`src/rtl/tehlike_puan_tablosu_pkg.sv`:
```
// ---------------------------------------------------------------------------
// tehlike_paket
// Shared definitions for the hazard / forwarding scoreboard slice.
//   VARSAYILAN_ADRES_BIT : default register address width
//   SEC_RF, SEC_ASAMA0   : forwarding select encoding (0 = register file,
//                          SEC_ASAMA0 + k = forward from stage k)
//   tablo_indeksi()      : scoreboard index {fp, adres}
// ---------------------------------------------------------------------------
package tehlike_paket;

    localparam int VARSAYILAN_ADRES_BIT = 5;

    localparam int SEC_RF     = 0;
    localparam int SEC_ASAMA0 = 1;

    // Scoreboard index is the FP flag placed directly above the address bits.
    // Returned 32 bits wide so callers can cast it to their own index width.
    function automatic logic [31:0] tablo_indeksi(input logic        fp,
                                                  input logic [31:0] adres,
                                                  input int          adres_bit);
        return (32'(fp) << adres_bit) | adres;
    endfunction

endpackage

```
`src/rtl/tehlike_puan_tablosu_girdisi.sv`:
```
// ---------------------------------------------------------------------------
// puan_tablosu_girdisi
// One scoreboard entry: a busy bit plus a latency countdown.
//   clk_i, rst_i  : clock, synchronous active-high reset
//   yukle_i       : an instruction targeting this entry issues this cycle
//   gecikme_i     : countdown value to load on issue
//   mesgul_o      : entry is busy (result not yet on stage 0)
// ---------------------------------------------------------------------------
module puan_tablosu_girdisi #(
    parameter int GECIKME_BIT = 4
) (
    input  logic                   clk_i,
    input  logic                   rst_i,
    input  logic                   yukle_i,
    input  logic [GECIKME_BIT-1:0] gecikme_i,
    output logic                   mesgul_o
);

    logic                   mesgul_q, mesgul_d;
    logic [GECIKME_BIT-1:0] sayac_q,  sayac_d;

    // Countdown while busy; the busy bit drops on the edge where the
    // counter goes 1->0. A new issue on the same edge overrides completion.
    always_comb begin
        mesgul_d = mesgul_q;
        sayac_d  = sayac_q;
        if (mesgul_q) begin
            sayac_d = sayac_q - GECIKME_BIT'(1);
            if (sayac_q == GECIKME_BIT'(1)) begin
                mesgul_d = 1'b0;
            end
        end
        if (yukle_i) begin
            mesgul_d = 1'b1;
            sayac_d  = gecikme_i;
        end
    end

    always_ff @(posedge clk_i) begin
        if (rst_i) begin
            mesgul_q <= 1'b0;
            sayac_q  <= '0;
        end else begin
            mesgul_q <= mesgul_d;
            sayac_q  <= sayac_d;
        end
    end

    assign mesgul_o = mesgul_q;

endmodule

```
`src/rtl/tehlike_puan_tablosu.sv`:
```
// ---------------------------------------------------------------------------
// tehlike_puan_tablosu
// Hazard unit beside decode: forwarding selects for KAYNAK_SAYISI sources
// across ASAMA_SAYISI stages, load-use / multi-cycle / WAW stall, and flush.
// Ports:
//   clk_i, rst_i              : clock, synchronous active-high reset
//   kaynak_adres_i/fp_i/kullan_i : decode sources (packed, source 0 in LSBs)
//   asama_rd_yaz_i/adres_i/fp_i/hazir_i : per forwarding stage (0 = yurut)
//   coz_gecerli_i, coz_rd_yaz_i, coz_rd_adres_i, coz_rd_fp_i, coz_gecikme_i
//                             : decoded instruction destination and latency
//   dallanma_gerceklesti_i    : branch taken / flush
//   yonlendirme_sec_o         : per-source select (0 = RF, k+1 = stage k)
//   durdur_o                  : stall fetch/decode
//   getir_atla_o              : flush fetch
// Optional macro TEHLIKE_ISTATISTIK_EN adds durdurma_sayaci_o and
// yonlendirme_sayaci_o (32-bit wrapping statistics counters).
// ---------------------------------------------------------------------------
module tehlike_puan_tablosu
    import tehlike_paket::*;
#(
    parameter  int KAYNAK_SAYISI = 3,
    parameter  int ASAMA_SAYISI  = 2,
    parameter  int ADRES_BIT     = VARSAYILAN_ADRES_BIT,
    parameter  int GECIKME_BIT   = 4,
    localparam int SEC_BIT       = $clog2(ASAMA_SAYISI + 1)
) (
    input  logic                               clk_i,
    input  logic                               rst_i,
    input  logic [KAYNAK_SAYISI*ADRES_BIT-1:0] kaynak_adres_i,
    input  logic [KAYNAK_SAYISI-1:0]           kaynak_fp_i,
    input  logic [KAYNAK_SAYISI-1:0]           kaynak_kullan_i,
    input  logic [ASAMA_SAYISI-1:0]            asama_rd_yaz_i,
    input  logic [ASAMA_SAYISI*ADRES_BIT-1:0]  asama_rd_adres_i,
    input  logic [ASAMA_SAYISI-1:0]            asama_rd_fp_i,
    input  logic [ASAMA_SAYISI-1:0]            asama_rd_hazir_i,
    input  logic                               coz_gecerli_i,
    input  logic                               coz_rd_yaz_i,
    input  logic [ADRES_BIT-1:0]               coz_rd_adres_i,
    input  logic                               coz_rd_fp_i,
    input  logic [GECIKME_BIT-1:0]             coz_gecikme_i,
    input  logic                               dallanma_gerceklesti_i,
    output logic [KAYNAK_SAYISI*SEC_BIT-1:0]   yonlendirme_sec_o,
    output logic                               durdur_o,
    output logic                               getir_atla_o
`ifdef TEHLIKE_ISTATISTIK_EN
    ,
    output logic [31:0]                        durdurma_sayaci_o,
    output logic [31:0]                        yonlendirme_sayaci_o
`endif
);

    localparam int INDEKS_BIT   = ADRES_BIT + 1;
    localparam int GIRDI_SAYISI = 1 << INDEKS_BIT;

    logic [GIRDI_SAYISI-1:0] mesgul;
    logic [GIRDI_SAYISI-1:0] yukle;
    logic [INDEKS_BIT-1:0]   coz_indeks;
    logic                    coz_rd_gercek;
    logic                    ver;
    logic                    yukleme_riski;
    logic                    mesgul_riski;
    logic                    waw_riski;

    // Scoreboard entries, one per {fp, adres}.
    for (genvar i = 0; i < GIRDI_SAYISI; i++) begin : g_girdi
        puan_tablosu_girdisi #(
            .GECIKME_BIT (GECIKME_BIT)
        ) u_girdi (
            .clk_i     (clk_i),
            .rst_i     (rst_i),
            .yukle_i   (yukle[i]),
            .gecikme_i (coz_gecikme_i),
            .mesgul_o  (mesgul[i])
        );
    end

    // Forwarding priority scan: the nearest matching stage wins. Integer x0
    // is hardwired zero, so it neither forwards nor is tracked as busy.
    always_comb begin
        logic [ADRES_BIT-1:0]  adres_s;
        logic                  fp_s;
        logic                  gercek_s;
        logic                  bulundu;
        logic [INDEKS_BIT-1:0] indeks_s;
        yonlendirme_sec_o = '0;
        yukleme_riski     = 1'b0;
        mesgul_riski      = 1'b0;
        adres_s           = '0;
        fp_s              = 1'b0;
        gercek_s          = 1'b0;
        bulundu           = 1'b0;
        indeks_s          = '0;
        for (int s = 0; s < KAYNAK_SAYISI; s++) begin
            adres_s  = kaynak_adres_i[s*ADRES_BIT +: ADRES_BIT];
            fp_s     = kaynak_fp_i[s];
            gercek_s = fp_s || (adres_s != '0);
            indeks_s = INDEKS_BIT'(tablo_indeksi(fp_s, 32'(adres_s), ADRES_BIT));
            bulundu  = 1'b0;
            if (kaynak_kullan_i[s] && gercek_s) begin
                for (int k = 0; k < ASAMA_SAYISI; k++) begin
                    if (!bulundu && asama_rd_yaz_i[k] &&
                        (asama_rd_adres_i[k*ADRES_BIT +: ADRES_BIT] == adres_s) &&
                        (asama_rd_fp_i[k] == fp_s)) begin
                        bulundu = 1'b1;
                        yonlendirme_sec_o[s*SEC_BIT +: SEC_BIT] = SEC_BIT'(SEC_ASAMA0 + k);
                        if (!asama_rd_hazir_i[k]) begin
                            yukleme_riski = 1'b1;
                        end
                    end
                end
                if (mesgul[indeks_s]) begin
                    mesgul_riski = 1'b1;
                end
            end
        end
    end

    // Destination-side checks: WAW against a busy entry, and issue into
    // the scoreboard only when decode actually advances.
    always_comb begin
        coz_indeks    = INDEKS_BIT'(tablo_indeksi(coz_rd_fp_i, 32'(coz_rd_adres_i), ADRES_BIT));
        coz_rd_gercek = coz_rd_fp_i || (coz_rd_adres_i != '0);
        waw_riski     = coz_gecerli_i && coz_rd_yaz_i && coz_rd_gercek && mesgul[coz_indeks];
        durdur_o      = !dallanma_gerceklesti_i && (yukleme_riski || mesgul_riski || waw_riski);
        ver           = coz_gecerli_i && coz_rd_yaz_i && coz_rd_gercek && !durdur_o &&
                        !dallanma_gerceklesti_i && (coz_gecikme_i != '0);
        yukle         = '0;
        if (ver) begin
            yukle[coz_indeks] = 1'b1;
        end
        getir_atla_o  = dallanma_gerceklesti_i;
    end

`ifdef TEHLIKE_ISTATISTIK_EN
    logic [31:0] durdurma_sayaci_q,    durdurma_sayaci_d;
    logic [31:0] yonlendirme_sayaci_q, yonlendirme_sayaci_d;

    // A forwarding cycle counts only when decode actually advances.
    always_comb begin
        durdurma_sayaci_d    = durdurma_sayaci_q;
        yonlendirme_sayaci_d = yonlendirme_sayaci_q;
        if (durdur_o) begin
            durdurma_sayaci_d = durdurma_sayaci_q + 32'd1;
        end else if (yonlendirme_sec_o != '0) begin
            yonlendirme_sayaci_d = yonlendirme_sayaci_q + 32'd1;
        end
    end

    always_ff @(posedge clk_i) begin
        if (rst_i) begin
            durdurma_sayaci_q    <= '0;
            yonlendirme_sayaci_q <= '0;
        end else begin
            durdurma_sayaci_q    <= durdurma_sayaci_d;
            yonlendirme_sayaci_q <= yonlendirme_sayaci_d;
        end
    end

    assign durdurma_sayaci_o    = durdurma_sayaci_q;
    assign yonlendirme_sayaci_o = yonlendirme_sayaci_q;
`endif

endmodule

```
`config.mk`:
```
export PLATFORM = sky130hd
export DESIGN_NAME = tehlike_puan_tablosu
export DESIGN_NICKNAME = d
export VERILOG_FILES = /design/src/rtl/tehlike_puan_tablosu_pkg.sv /design/src/rtl/tehlike_puan_tablosu_girdisi.sv /design/src/rtl/tehlike_puan_tablosu.sv
export SDC_FILE = /design/constraint.sdc
export NUM_CORES = 1
export LEC_CHECK = 0
export ABC_CLOCK_PERIOD_IN_PS = 7200
export CORE_MARGIN = 2
export CORE_UTILIZATION = 35
export CTS_BUF_LIST = sky130_fd_sc_hd__clkbuf_4
export DETAILED_ROUTE_END_ITERATION = 10
export DONT_BUFFER_PORTS = 1
export PLACE_DENSITY = 0.49
export SLEW_MARGIN = 10
export SYNTH_ARGS = -nofsm -noshare
export SYNTH_HDL_FRONTEND = slang
export SYNTH_SLANG_ARGS = --single-unit
```
`constraint.sdc`:
```
create_clock -name clk_i -period 7.2 [get_ports clk_i]
set_input_delay 1.08 -clock clk_i [delete_from_list [all_inputs] [get_ports clk_i]]
set_output_delay 1.08 -clock clk_i [all_outputs]
set_load 0.05 [all_outputs]
```
# Yosys cells after proc, flatten, opt, wreduce, memory -nomap -nowiden
# Index checks and enable logic that the tools add are counted.
[word_totals]
memories = 0
latchBits = 0
in_bits = 52
wordCells = 750
out_inout_bits = 8
regBits = 320
mem_bits_rw = 0
romBits = 0
[classes]
n_shift = 0
bitwise = 4
n_mul = 0
mux = 367
div_mod_pow = 0
n_reduce_logical = 106
addsub = 64
eq_ne = 76
n_lt_le_gt_ge = 5
[op_table]
columns = ["op", "n"]
rows = [
  ["$mux W4", 128],
  ["$eq A4 B1 Y1 const B", 64],
  ["$sub A4 B1 Y4 const B", 64],
  ["$mux W1", 227],
  ["$reduce_bool A2 Y1", 64],
  ["$mux W64", 1],
  ["$eq A5 B5 Y1", 6],
  ["$lt A6 B7 Y1 const B", 4],
  ["$logic_and A1 B1 Y1", 26],
  ["$bmux W1 S6", 4],
  ["$or A6 B5 Y6", 4],
  ["$reduce_bool A5 Y1", 4],
  ["$mux W2", 6],
  ["$demux W1 S6", 1],
  ["$eq A1 B1 Y1", 6],
  ["$ge A6 B1 Y1 const B", 1],
  ["$logic_or A1 B1 Y1", 6],
  ["$logic_not A1 Y1", 5],
  ["$reduce_bool A4 Y1", 1],
]

# Depth between registers and ports, before layout
[depth]
ltp_word = 30
mapped_depth = 12
depth_no_buf = 8

# By module
# A second synthesis with hierarchy kept.
[unflattened]
hier_cells = 2367
hier_area_um2 = 21185.3
[by_module_without_submodules]
columns = ["module", "cells_per_inst", "instances", "area_each_um2", "seq_area_each_um2"]
rows = [
  ["puan_tablosu_girdisi", 30, 64, 276.5, 100.1],
  ["tehlike_puan_tablosu", 447, 1, 3488.3, 0.0],
]

# Worst setup path before layout
# No wires, ideal clock.
[synth_timing]
path_kind = "input-to-output"
from = "in kaynak_adres_i[0]"
to = "out durdur_o"
t_required_ns = 6.120
arrival_time_ns = 3.983
setup_slack_ns = 2.137
n_path_buf = 3
cell_stages = 10
cell_sequence = "clkbuf_1 -> buf_1 -> nand2_1 -> o221ai_1 -> a21oi_1 -> or4_1 -> o22ai_1 -> nor4_4 -> buf_2 -> a21oi_1"
[synth_between]
elab_chain_cells = 24
elab_cells_between_ends = 39
cone_classes = "eq/ne (2); mux (24); bitwise (1); reduce/logical (12)"
[synth_lines]
columns = ["item", "line_no", "text"]
rows = [
  ["from (decl)", "tehlike_puan_tablosu.sv:29", "input logic [KAYNAK_SAYISI*ADRES_BIT-1:0] kaynak_adres_i,"],
  ["$eq A5 B5 Y1", "tehlike_puan_tablosu.sv:102", "(asama_rd_adres_i[k*ADRES_BIT +: ADRES_BIT] == adres_s) &&"],
  ["$logic_and A1 B1 Y1", "tehlike_puan_tablosu.sv:101", "if (!bulundu && asama_rd_yaz_i[k] &&"],
  ["$logic_and A1 B1 Y1", "tehlike_puan_tablosu.sv:102", ""],
  ["$mux W1", "tehlike_puan_tablosu.sv:101", ""],
  ["$mux W1", "tehlike_puan_tablosu.sv:99", "if (kaynak_kullan_i[s] && gercek_s) begin"],
  ["$logic_not A1 Y1", "tehlike_puan_tablosu.sv:101", ""],
  ["$logic_and A1 B1 Y1 (2 in series)", "tehlike_puan_tablosu.sv:101", ""],
  ["$logic_and A1 B1 Y1", "tehlike_puan_tablosu.sv:102", ""],
  ["(+6 left out)", "n/a", ""],
  ["$mux W1", "tehlike_puan_tablosu.sv:99", ""],
  ["$mux W1", "tehlike_puan_tablosu.sv:106", "if (!asama_rd_hazir_i[k]) begin"],
  ["$mux W1", "tehlike_puan_tablosu.sv:101", ""],
  ["$mux W1", "tehlike_puan_tablosu.sv:106", ""],
  ["$mux W1", "tehlike_puan_tablosu.sv:101", ""],
  ["$mux W1", "tehlike_puan_tablosu.sv:99", ""],
  ["$logic_or A1 B1 Y1 * (2 in series)", "tehlike_puan_tablosu.sv:124", "durdur_o = !dallanma_gerceklesti_i && (yukleme_riski || mesgul_riski || waw_riski);"],
  ["$logic_and A1 B1 Y1 *", "tehlike_puan_tablosu.sv:124", ""],
  ["to (decl)", "tehlike_puan_tablosu.sv:43", "output logic durdur_o,"],
]
# Mark *: on every way between the ends. The rest lies on a longest branch, timed or not. The select of a mux whose other input is x is not followed.

# Worst setup path after layout
[layout_timing]
from = "reg g_girdi[23].u_girdi.mesgul_q"
to = "out durdur_o"
[layout_between]
elab_chain_cells = 11
elab_cells_between_ends = 18
cone_classes = "mux (14); reduce/logical (4)"
[layout_lines]
columns = ["item", "line_no", "text"]
rows = [
  ["from (decl)", "tehlike_puan_tablosu_girdisi.sv:19", "logic mesgul_q, mesgul_d;"],
  ["from (signal assigned)", "tehlike_puan_tablosu_girdisi.sv:44", "mesgul_q <= mesgul_d;"],
  ["$bmux W1 S6", "tehlike_puan_tablosu.sv:111", "if (mesgul[indeks_s]) begin"],
  ["$mux W1 (not written as such)", "tehlike_puan_tablosu.sv:111", ""],
  ["$mux W1", "tehlike_puan_tablosu.sv:111", ""],
  ["$mux W1", "tehlike_puan_tablosu.sv:99", ""],
  ["$mux W1", "tehlike_puan_tablosu.sv:111", ""],
  ["$mux W1", "tehlike_puan_tablosu.sv:99", ""],
  ["$mux W1", "tehlike_puan_tablosu.sv:111", ""],
  ["$mux W1", "tehlike_puan_tablosu.sv:99", ""],
  ["$logic_or A1 B1 Y1", "tehlike_puan_tablosu.sv:124", ""],
  ["$logic_or A1 B1 Y1 *", "tehlike_puan_tablosu.sv:124", ""],
  ["$logic_and A1 B1 Y1 *", "tehlike_puan_tablosu.sv:124", ""],
]
# Marked as above.

==> qor.csv <==
metric,value,unit
Die H,244,um
Final Hold Violating Endpoints,0,
Worst Hold Depth,1,
startpoint types,flop,
Routed wire per std cell,18.5,um
"Clk Latency, worst-skew pair",830,ps
Worst Setup Path Type,reg2out,
Ys Warns,0,
worst min-delay path startpoint,rst_i,
CP Max Fanout,10,
port buffer count,0,
Die W,244,um
dpl cell area,20700,um^2
max-slew violations,0,
Max Cap Violations,0,
initial antenna violation count,2,
Layout Area Growth over Synthesis,7.27,%
Finished Layout Cells,3013,
RSZ-0062 raised after global routing,no,
Worst-path clk slew,60,ps
pin count of the biggest net entering global routing,325,
final setup fails,0,
layout cells sized above 1,17.7,%
Hold Worst Slack,415,ps
worst path arrival time,3940,ps
initial DRC count,881,
Initial Utilization,35.2,%
Yosys cell types,58,
Power per Cell Area,162,nW/um^2
dpl hpwl,35600,um
row cnt,88,
Antenna Nets Post-Route,0,
io pins,60,
Hold Crit Class,in2reg,
Detailed Routing Iterations Pass 1,5,
total number of vias,15900,
All-Layer GR Usage,18.5,%
hold_buf cts,0,
VDD IR max,0.115,mV
cts repair resizes,0,
Syn Std Cell Area,20200,um^2
Final nets,2381,
flop2flop setup slack,3430,ps
FF-to-FF End,g_girdi[1].u_girdi.sayac_q[0]$_SDFFE_PP0P_,
CTS Sinks,320,
sequential area share after synthesis,31.7,%
async set-reset flop share out of synthesis,0,%
"EDFF count, synth",0,
first-pass GRT wire length,86600,um
setup tns final,0,ps
Final min period,5020,ps
gpl congestion,0.859,
Tcrit/Tclk final,69.8,%
Post-Synthesis Cells,2272,
status,"complete, no violations",
die area,59700,um^2
hold path endpoint,g_girdi[17].u_girdi.mesgul_o$_SDFF_PP0_,
Slew @ Worst Pin,1090,ps
total power,3.52,mW
Slew Limit Headroom,26.6,%
Via density,5.26,
Clock Tree Root,clkbuf_4,
reg2reg start,g_girdi[41].u_girdi.mesgul_o$_SDFF_PP0_,
"Design Area, Final",21700,um^2
CP required,6120,ps
Mapped Nets,2452,
CTS H-tree depth,3,
mean post-synth cell area,8.90,um^2
TritonCTS buffer count,91,
Worst R2R Path Depth,8,
dominant synthesized flop cell,dfxtp_1,
grt total ovfl,0,
core area,57400,um^2
CTS tree,done,
dpl cells,2873,
Crit. End Element,primary output,
Total Routed Length,55800,um
number of global-route vias before repair,15400,
#FFs+latches synth,320,
Pleak,7.98,nW
Post-CTS Repair Setup Buffers,0,
DRC viols,0,
max frequency,0.199,GHz
Longest Clk Path Bufs,3,
Worst Clk Skew,59.1,ps
## cells by family after synthesis
group	Yosys count	synth area share, %
adder cells (fa/ha/maj)	128	7.92
AO/OA/AOI/OAI	205	7.28
multiplexers	326	20.0
XOR/XNOR	228	9.88
buffers and inverters	313	5.90
AND/OR/NAND/NOR	752	17.4
flip-flops	320	31.7
## cells in the final DEF (no fill, tap or decap), types with 4 or more instances in the layout
cell type	instances
a221oi_1	16
or4_1	8
mux2i_1	88
a21oi_1	73
nand4_1	71
nand2b_1	4
clkinv_1	10
xnor2_1	154
inv_1	132
nand3_1	8
o21ai_0	6
mux4_2	42
nor2_1	334
dfxtp_1	320
nor2b_1	11
nor4b_1	63
mux2_2	196
ha_1	128
xor2_1	74
a22oi_1	8
and2_1	6
a211o_1	65
clkbuf_4	124
nand2_1	211
nor3_1	10
buf_4	15
o22ai_1	8
## layout make-up
| type | count | area [um^2] |
|---|---|---|
| multi-input combinational | 1639 | 12700 |
| fill | 5746 | 35700 |
| clock buffer | 124 | 931 |
| tap | 765 | 957 |
| antenna | 3 | 7.51 |
| timing repair buffer | 16 | 133 |
| inverter | 133 | 499 |
| clock inverter | 13 | 78.8 |
| sequential | 320 | 6410 |
## cell usage after synthesis (all sizes together) (71+ instances only)
cell type	n	area, um^2
mux2i	88	881
xor2	74	648
xnor2	154	1350
dfxtp	320	6410
nand2	211	792
ha	128	1600
mux2	196	2210
clkbuf	149	559
a21oi	73	365
nor2	336	1260
nand4	71	444
inv	132	495
## worst max-delay path, cell delays in order (launching register included)
cell and delay (ps):
dfxtp_1 700, mux4_2 360, nand2_1 60, a21oi_1 120, a21oi_1 60, a2111oi_0 720, nor4_4 200, a21oi_1 900
## report_power, final
part,leakage (nW),internal [mW],switching (mW)
registers,2.58,1.77,0.00389
logic,4.80,0.0606,0.114
clock network,0.607,0.811,0.757
## per-stage QoR
step	utilization [%]	setup slack, ps
floorplan	-	2140
global route	37.8	1970
detailed placement	36.0	2500
CTS	37.8	2080
global placement	36.0	2510
finish	37.8	2180
## registers in the layout, summed over array words and instances (netlist names)
name                      count
g_girdi.u_girdi.sayac_q     256
g_girdi.u_girdi.mesgul_o     64
## layer usage
layer | vias to the layer above | track usage [%] | routed length (um)
met5 | - | 0 | 0
li1 | 7668 | - | -
met1 | 7638 | 22.3 | 24000
met4 | 0 | 8.32 | 2240
met2 | 395 | 31.8 | 27000
met3 | 151 | 3.72 | 2480
## how the worst max path moves through the flow
stage / to / start / cells after the start
final: durdur_o / g_girdi[23].u_girdi.mesgul_o$_SDFF_PP0_ / 7
after global routing: durdur_o / g_girdi[16].u_girdi.mesgul_o$_SDFF_PP0_ / 7
after CTS: durdur_o / g_girdi[17].u_girdi.mesgul_o$_SDFF_PP0_ / 7
after detailed placement: durdur_o / kaynak_adres_i[7] / 7
after global placement: durdur_o / kaynak_adres_i[7] / 7
after floorplan: durdur_o / kaynak_adres_i[0] / 10
Note: power is estimated with default switching activity, not from simulation.
